## src/rtl/stack_ctrl.sv

```systemverilog
// Stack controller for the CPU scratch stack.
// It owns the stack pointer and drives a single-port synchronous stack RAM.
// It accepts one PUSH/POP/PEEK/CLEAR command at a time and returns one
// response pulse per command.
module stack_ctrl #(
  parameter int unsigned AW     = 8,
  parameter int unsigned DW     = 32,
  parameter int unsigned RD_LAT = 1
) (
  input  logic          clk,
  input  logic          resetn,
  input  logic          cmd_valid,
  output logic          cmd_ready,
  input  logic [1:0]    cmd_op,
  input  logic [DW-1:0] cmd_data,
  output logic          rsp_valid,
  output logic [DW-1:0] rsp_data,
  output logic          rsp_err,
  output logic [AW:0]   depth,
  output logic          empty,
  output logic          full,
  output logic [AW-1:0] ram_addr,
  output logic [DW-1:0] ram_wdata,
  output logic          ram_wen,
  input  logic [DW-1:0] ram_rdata
);

  localparam int unsigned SPW = AW + 1;
  localparam int unsigned CW  = 3;
  localparam logic [AW:0]   DEPTH_V  = SPW'(1) << AW;
  localparam logic [CW-1:0] LAT_LAST = CW'(RD_LAT);

  localparam logic [1:0] OP_PUSH = 2'b00;
  localparam logic [1:0] OP_POP  = 2'b01;
  localparam logic [1:0] OP_PEEK = 2'b10;

  typedef enum logic [1:0] {
    ST_IDLE,
    ST_WRITE,
    ST_RDWAIT,
    ST_RESP
  } state_t;

  state_t        state;
  logic [AW:0]   sp;
  logic [CW-1:0] lat_cnt;
  logic          err_q;
  logic [AW:0]   sp_dec;

  // Occupancy flags and the address of the top entry
  assign sp_dec = sp - SPW'(1);
  assign depth  = sp;
  assign empty  = (sp == '0);
  assign full   = (sp == DEPTH_V);

  // Command sequencer: RESP shares the handshake slot with IDLE, so a new
  // command can be accepted at the edge that ends the response cycle
  always_ff @(posedge clk) begin
    if (!resetn) begin
      state     <= ST_IDLE;
      sp        <= '0;
      lat_cnt   <= '0;
      err_q     <= 1'b0;
      cmd_ready <= 1'b0;
      rsp_valid <= 1'b0;
      rsp_err   <= 1'b0;
      rsp_data  <= '0;
      ram_wen   <= 1'b0;
      ram_addr  <= '0;
      ram_wdata <= '0;
    end else begin
      rsp_valid <= 1'b0;
      ram_wen   <= 1'b0;
      case (state)
        ST_IDLE: begin
          cmd_ready <= 1'b1;
          if (cmd_valid && cmd_ready) begin
            cmd_ready <= 1'b0;
            case (cmd_op)
              OP_PUSH: begin
                if (full) begin
                  err_q <= 1'b1;
                  state <= ST_RESP;
                end else begin
                  err_q     <= 1'b0;
                  ram_addr  <= sp[AW-1:0];
                  ram_wdata <= cmd_data;
                  ram_wen   <= 1'b1;
                  sp        <= sp + SPW'(1);
                  state     <= ST_WRITE;
                end
              end
              OP_POP, OP_PEEK: begin
                if (empty) begin
                  err_q <= 1'b1;
                  state <= ST_RESP;
                end else begin
                  err_q    <= 1'b0;
                  ram_addr <= sp_dec[AW-1:0];
                  if (cmd_op == OP_POP) begin
                    sp <= sp_dec;
                  end
                  lat_cnt <= '0;
                  state   <= ST_RDWAIT;
                end
              end
              default: begin
                sp    <= '0;
                err_q <= 1'b0;
                state <= ST_RESP;
              end
            endcase
          end
        end
        ST_WRITE, ST_RESP: begin
          rsp_valid <= 1'b1;
          rsp_err   <= err_q;
          rsp_data  <= '0;
          cmd_ready <= 1'b1;
          state     <= ST_IDLE;
        end
        ST_RDWAIT: begin
          if (lat_cnt == LAT_LAST) begin
            rsp_valid <= 1'b1;
            rsp_err   <= 1'b0;
            rsp_data  <= ram_rdata;
            cmd_ready <= 1'b1;
            state     <= ST_IDLE;
          end else begin
            lat_cnt <= lat_cnt + CW'(1);
          end
        end
        default: begin
          state <= ST_IDLE;
        end
      endcase
    end
  end

endmodule

```

## config.mk

```make
export PLATFORM = sky130hd
export DESIGN_NAME = stack_ctrl
export DESIGN_NICKNAME = d
export VERILOG_FILES = /design/src/rtl/stack_ctrl.sv
export SDC_FILE = /design/constraint.sdc
export NUM_CORES = 1
export LEC_CHECK = 0
export ABC_CLOCK_PERIOD_IN_PS = 5000
export BUFFER_PORTS_ARGS = -buffer_cell sky130_fd_sc_hd__buf_2
export CAP_MARGIN = 40
export CELL_PAD_IN_SITES_DETAIL_PLACEMENT = 1
export CELL_PAD_IN_SITES_GLOBAL_PLACEMENT = 1
export CORE_MARGIN = 8
export CORE_UTILIZATION = 39
export CTS_BUF_LIST = sky130_fd_sc_hd__clkbuf_8
export DETAILED_ROUTE_END_ITERATION = 12
export GPL_ROUTABILITY_DRIVEN = 0
export MAX_ROUTING_LAYER = met4
export PLACE_DENSITY_LB_ADDON = 0.1
export SYNTH_ARGS = -nofsm -noshare
export SYNTH_HDL_FRONTEND = slang
export SYNTH_SLANG_ARGS = --single-unit
```

## constraint.sdc

```tcl
create_clock -name clk -period 5 [get_ports clk]
set_input_delay 1 -clock clk [delete_from_list [all_inputs] [get_ports clk]]
set_output_delay 1 -clock clk [all_outputs]
set_load 0.1 [all_outputs]
```

Word-level counts from Yosys, hierarchy flattened
Cells that the tools add are included.

word-level totals
  register bits = 91
  output and inout port bits = 87
  input port bits = 69
  logic and storage cells = 78

cells by class
  reductions and logical operators = 17
  equality and inequality tests = 15
  add/sub/neg operators = 3
  mux-type cells = 31
  bitwise gates (word level) = 1

operators with widths
  cell                                                                    number
  32-bit case mux with 2 select lines                                     1
  32-bit two-way mux                                                      1
  9-bit two-way mux                                                       3
  9-bit case mux with 2 select lines                                      1
  8-bit two-way mux                                                       2
  8-bit case mux with 2 select lines                                      1
  5-bit AND reduction                                                     3
  2-bit != test (second input constant)                                   7
  3-bit two-way mux                                                       4
  9-bit by 1-bit adder with 9-bit output (second input constant)          1
  9-bit equality test (second input constant)                             1
  9-bit zero test                                                         1
  9-bit by 1-bit subtractor with 9-bit output (second input constant)     1
  1-bit two-way mux                                                       8
  4-bit AND reduction                                                     2
  2-bit equality test (second input constant)                             3
  2-bit two-way mux                                                       3
  1-bit case mux with 2 select lines                                      3
  2-bit case mux with 3 select lines                                      1
  3-bit case mux with 2 select lines                                      1
  2-bit AND reduction                                                     3
  2-bit nonzero test                                                      3
  2-bit by 1-bit equality test with 1-bit output (second input constant)  2
  2-bit zero test                                                         2
  other kinds (8)                                                         9

Depth between registers and ports, before layout
  word-level depth = 5
  mapped depth = 8
  mapped depth without buffers = 6

Worst setup path after synthesis
No wires, ideal clock.

  kind = register -> output
  from = register sp[1], in the netlist depth[1]
  to = output port empty
  path slack = 0.196 ns
  path buffers = 1
  stages on the path, launching flop included = 6
  required time = 4.000 ns
  data arrival time = 3.804 ns
  path through = dfxtp_1 > clkbuf_1 > inv_1 > ha_1 > or3b_2 > nor3_1

between the ends
  word-level cells in the longest chain between the ends = 1

ends and longest elaborated chain
  item                      RTL line  RTL
  start: declaration        45        logic [AW:0] sp;
  start signal: assignment  89        sp <= sp + SPW'(1);
  start signal: assignment  101       sp <= sp_dec;
  9-bit zero test           53        assign empty = (sp == '0);
  end: declaration          20        output logic empty,

No other way between the ends.

Worst setup path in the final report
  from = register sp[0], in the netlist depth[0]
  to = output port empty

Same word-level chain as after synthesis.

==> results_dict.tcl <==
set metrics [dict create \
    antenna_found_initial 0 \
    start_util 0.398 \
    multi_input_area_um2 2030 \
    final_cell_mix "155 x buf_2, 109 x nand2_1, 91 x dfxtp_1, 79 x a21oi_1, 34 x nand3b_1" \
    pin_count 156 \
    h-tree-depth 3 \
    slew_violations 0 \
    dp_hpwl_um 9670 \
    worstMarginPinSlew_ns 0.837 \
    ff2ff_path_depth 6 \
    wl_um 13100 \
    die_x_um 118 \
    avgRoutedWirePerCell_um 17.3 \
    drc_errors 0 \
    cp-start-kind "flip-flop" \
    maxCapViolCount 0 \
    async_flop_share 0 \
    crit_type "flip-flop to output pin" \
    n_antenna_cell 0 \
    synth_area_leaders "dfxtp_1 45%, nand2_1 10%, a21oi_1 9.7%, nand3b_1 6.3%, clkbuf_1 3.0%" \
    slowest_stage "or3b_2" \
    cts_hold_buf 0 \
    fin_total_pwr_uw 1680 \
    area_delta_synth_final_pct 26.4 \
    r2r-start "depth[0]" \
    ys_warn_count 0 \
    hold_path_end "ram_wdata[12]" \
    synth_cells 489 \
    synth-seq-area-share 0.448 \
    vias_per_cell 5.30 \
    die_h_um 118 \
    status "completed" \
    worstHoldStart "ram_wdata[12]" \
    path_max_fanout 10 \
    synth_edf_count 0 \
    clock.fmax_mhz 291 \
    dieArea_um2 14000 \
    syn_avg_cell_area_um2 8.32 \
    synth_top_area_frac 0.448 \
    ir_drop_mv 0.131 \
    final_hold_viol_count 0 \
    nets 697 \
    setup-tns-final_ns 0 \
    crit_family "simple AND/OR/NAND/NOR gates" \
    yosysUniqueCellTypes 57 \
    grt_pass1_vias 4139 \
    clkLatencyLatePin_ns 0.36 \
    path_cells "clkinv_1 > ha_1 > or3b_2 > nor3_1 > buf_2" \
    post-place-ws_ns 1.59 \
    track_usage 0.192 \
    fp-row-count 37 \
    end_kind "output pin" \
    hp-class "flip-flop to flip-flop" \
    cts_root_buf "clkbuf_8" \
    leakage_uw 0.00215 \
    path_clk_slew_ns 0.09 \
    netlist_area_um2 4070 \
    syn-num-nets 567 \
    regArea_um2 1820 \
    max_stage_delay_ns 0.53 \
    ys.flop_type "dfxtp_1" \
    finalCritPeriodShare 0.688 \
    clock_sinks 91 \
    yosys.area.top_type "dfxtp_1" \
    finClkSkew_ns 0.00667 \
    min_delay_path_depth 2 \
    core_area_um2 10200 \
    post_cts_buffers 0 \
    via_count 4030 \
    fin_crit_ns 3.44 \
    numCtsBuffers 9 \
    clock_path_buffers 2 \
    cts_resized 0 \
    cp.arrival_ns 2.44 \
    drtIter0Drc 288 \
    layout-drive-gt1-share 0.304 \
    timing.critical_path.buf_inv 2 \
    fill_cells 1275 \
    cp.required_ns 4.00 \
    cts_tree "built" \
    synth_seq_cells 91 \
    dr.pass1.iters 6 \
    rsz0062_at_grt "false" \
    setup_violations 0 \
    grt_pass1_wl_um 21500 \
    ant_nets 0 \
    pwr_density_cell_nw_per_um2 326 \
    timing.rr.end "depth[6]" \
    mostFrequentLayoutCell "buf_2" \
    grt_start_max_net_pins 45 \
    overflow 0 \
    setup_ws_ns 1.56 \
    port_buffers 155 \
    max_slew_margin 0.442 \
    r2r_setup_slack_ns 2.34 \
]
==> layout make-up <==
class,count,share of cell area
Multi-Input combinational cell,347,0.396
Sequential cell,91,0.354
Timing Repair Buffer,161,0.166
Tap cell,136,0.0331
Clock buffer,11,0.0295
Clock inverter,5,0.0148
Inverter,9,0.00657
==> registers in the layout, summed over array words and instances, names as in the netlist <==
name       flops
ram_wdata     32
cmd_ready      1
err_q          1
ram_wen        1
depth          9
rsp_valid      1
state          2
rsp_err        1
ram_addr       8
rsp_data      32
lat_cnt        3
==> cells by family (layout without fill, tap and decap cells) <==
family | after synthesis | count (layout) | share of synthesized area
simple gates | 204 | 204 | 0.254
compound gates | 126 | 126 | 0.195
flops | 91 | 91 | 0.448
buf+inv | 51 | 186 | 0.0572
fa+ha+maj | 9 | 9 | 0.0277
xor+xnor | 5 | 5 | 0.0108
mux | 3 | 3 | 0.00769
==> metrics by stage <==
step                hold slack, ns  area (um^2)  cells  utilization
floorplan                    0.432         4070    489            -
global placement             0.438         4860    742        0.475
detailed placement           0.444         4910    744        0.480
CTS                          0.456         5140    760        0.502
global route                 0.480         5140    760        0.502
finish                       0.453         5140    760        0.502
==> how the worst max path moves through the flow <==
stage / start / cells past startpoint / slack, ns / end
6_report: depth[0] / 5 / 1.56 / empty
5_1_grt: depth[0] / 5 / 1.42 / empty
4_1_cts: depth[0] / 5 / 1.52 / empty
3_5_place_dp: cmd_op[0] / 7 / 1.59 / depth[0]
3_3_place_gp: cmd_op[0] / 7 / 1.62 / depth[0]
2_1_floorplan: depth[1] / 5 / 0.20 / empty
==> per-layer routing <==
layer / share of wire / vias to the layer above / track usage
li1: - / 1960 / -
met1: 0.43 / 1931 / 0.219
met2: 0.49 / 129 / 0.326
met3: 0.060 / 10 / 0.0475
met4: 0.013 / 0 / 0.0600
met5: 0 / - / -
==> cell usage after synthesis (all sizes together) (2+ instances only) <==
library cell,n
nand4b,2
clkbuf,32
nand3b,34
or3,2
nor3,4
or2,2
nor4,4
dfxtp,91
nand3,5
o31ai,3
nor2b,2
xor2,3
nand2,109
or3b,2
nand4,4
a21oi,79
o21ai,10
or4,3
nand2b,5
buf,10
mux2i,2
xnor2,2
a31oi,5
ha,9
a211oi,5
o311ai,4
nor2,20
o211ai,4
o41ai,3
inv,8
a311oi,3
==> worst register-to-register path, stage by stage (launching register included) <==
cell	delay [ns]
dfxtp_1	0.45
clkinv_1	0.30
ha_1	0.31
nor3b_1	0.21
a311oi_4	0.77
o21ai_0	0.21
o41ai_1	0.30
==> where the power goes <==
group | switching (uW) | internal (uW)
registers | 20.0 | 743
logic | 253 | 89.2
clock network | 265 | 308
total | 538 | 1140
Power figures use the tool's default switching activity.
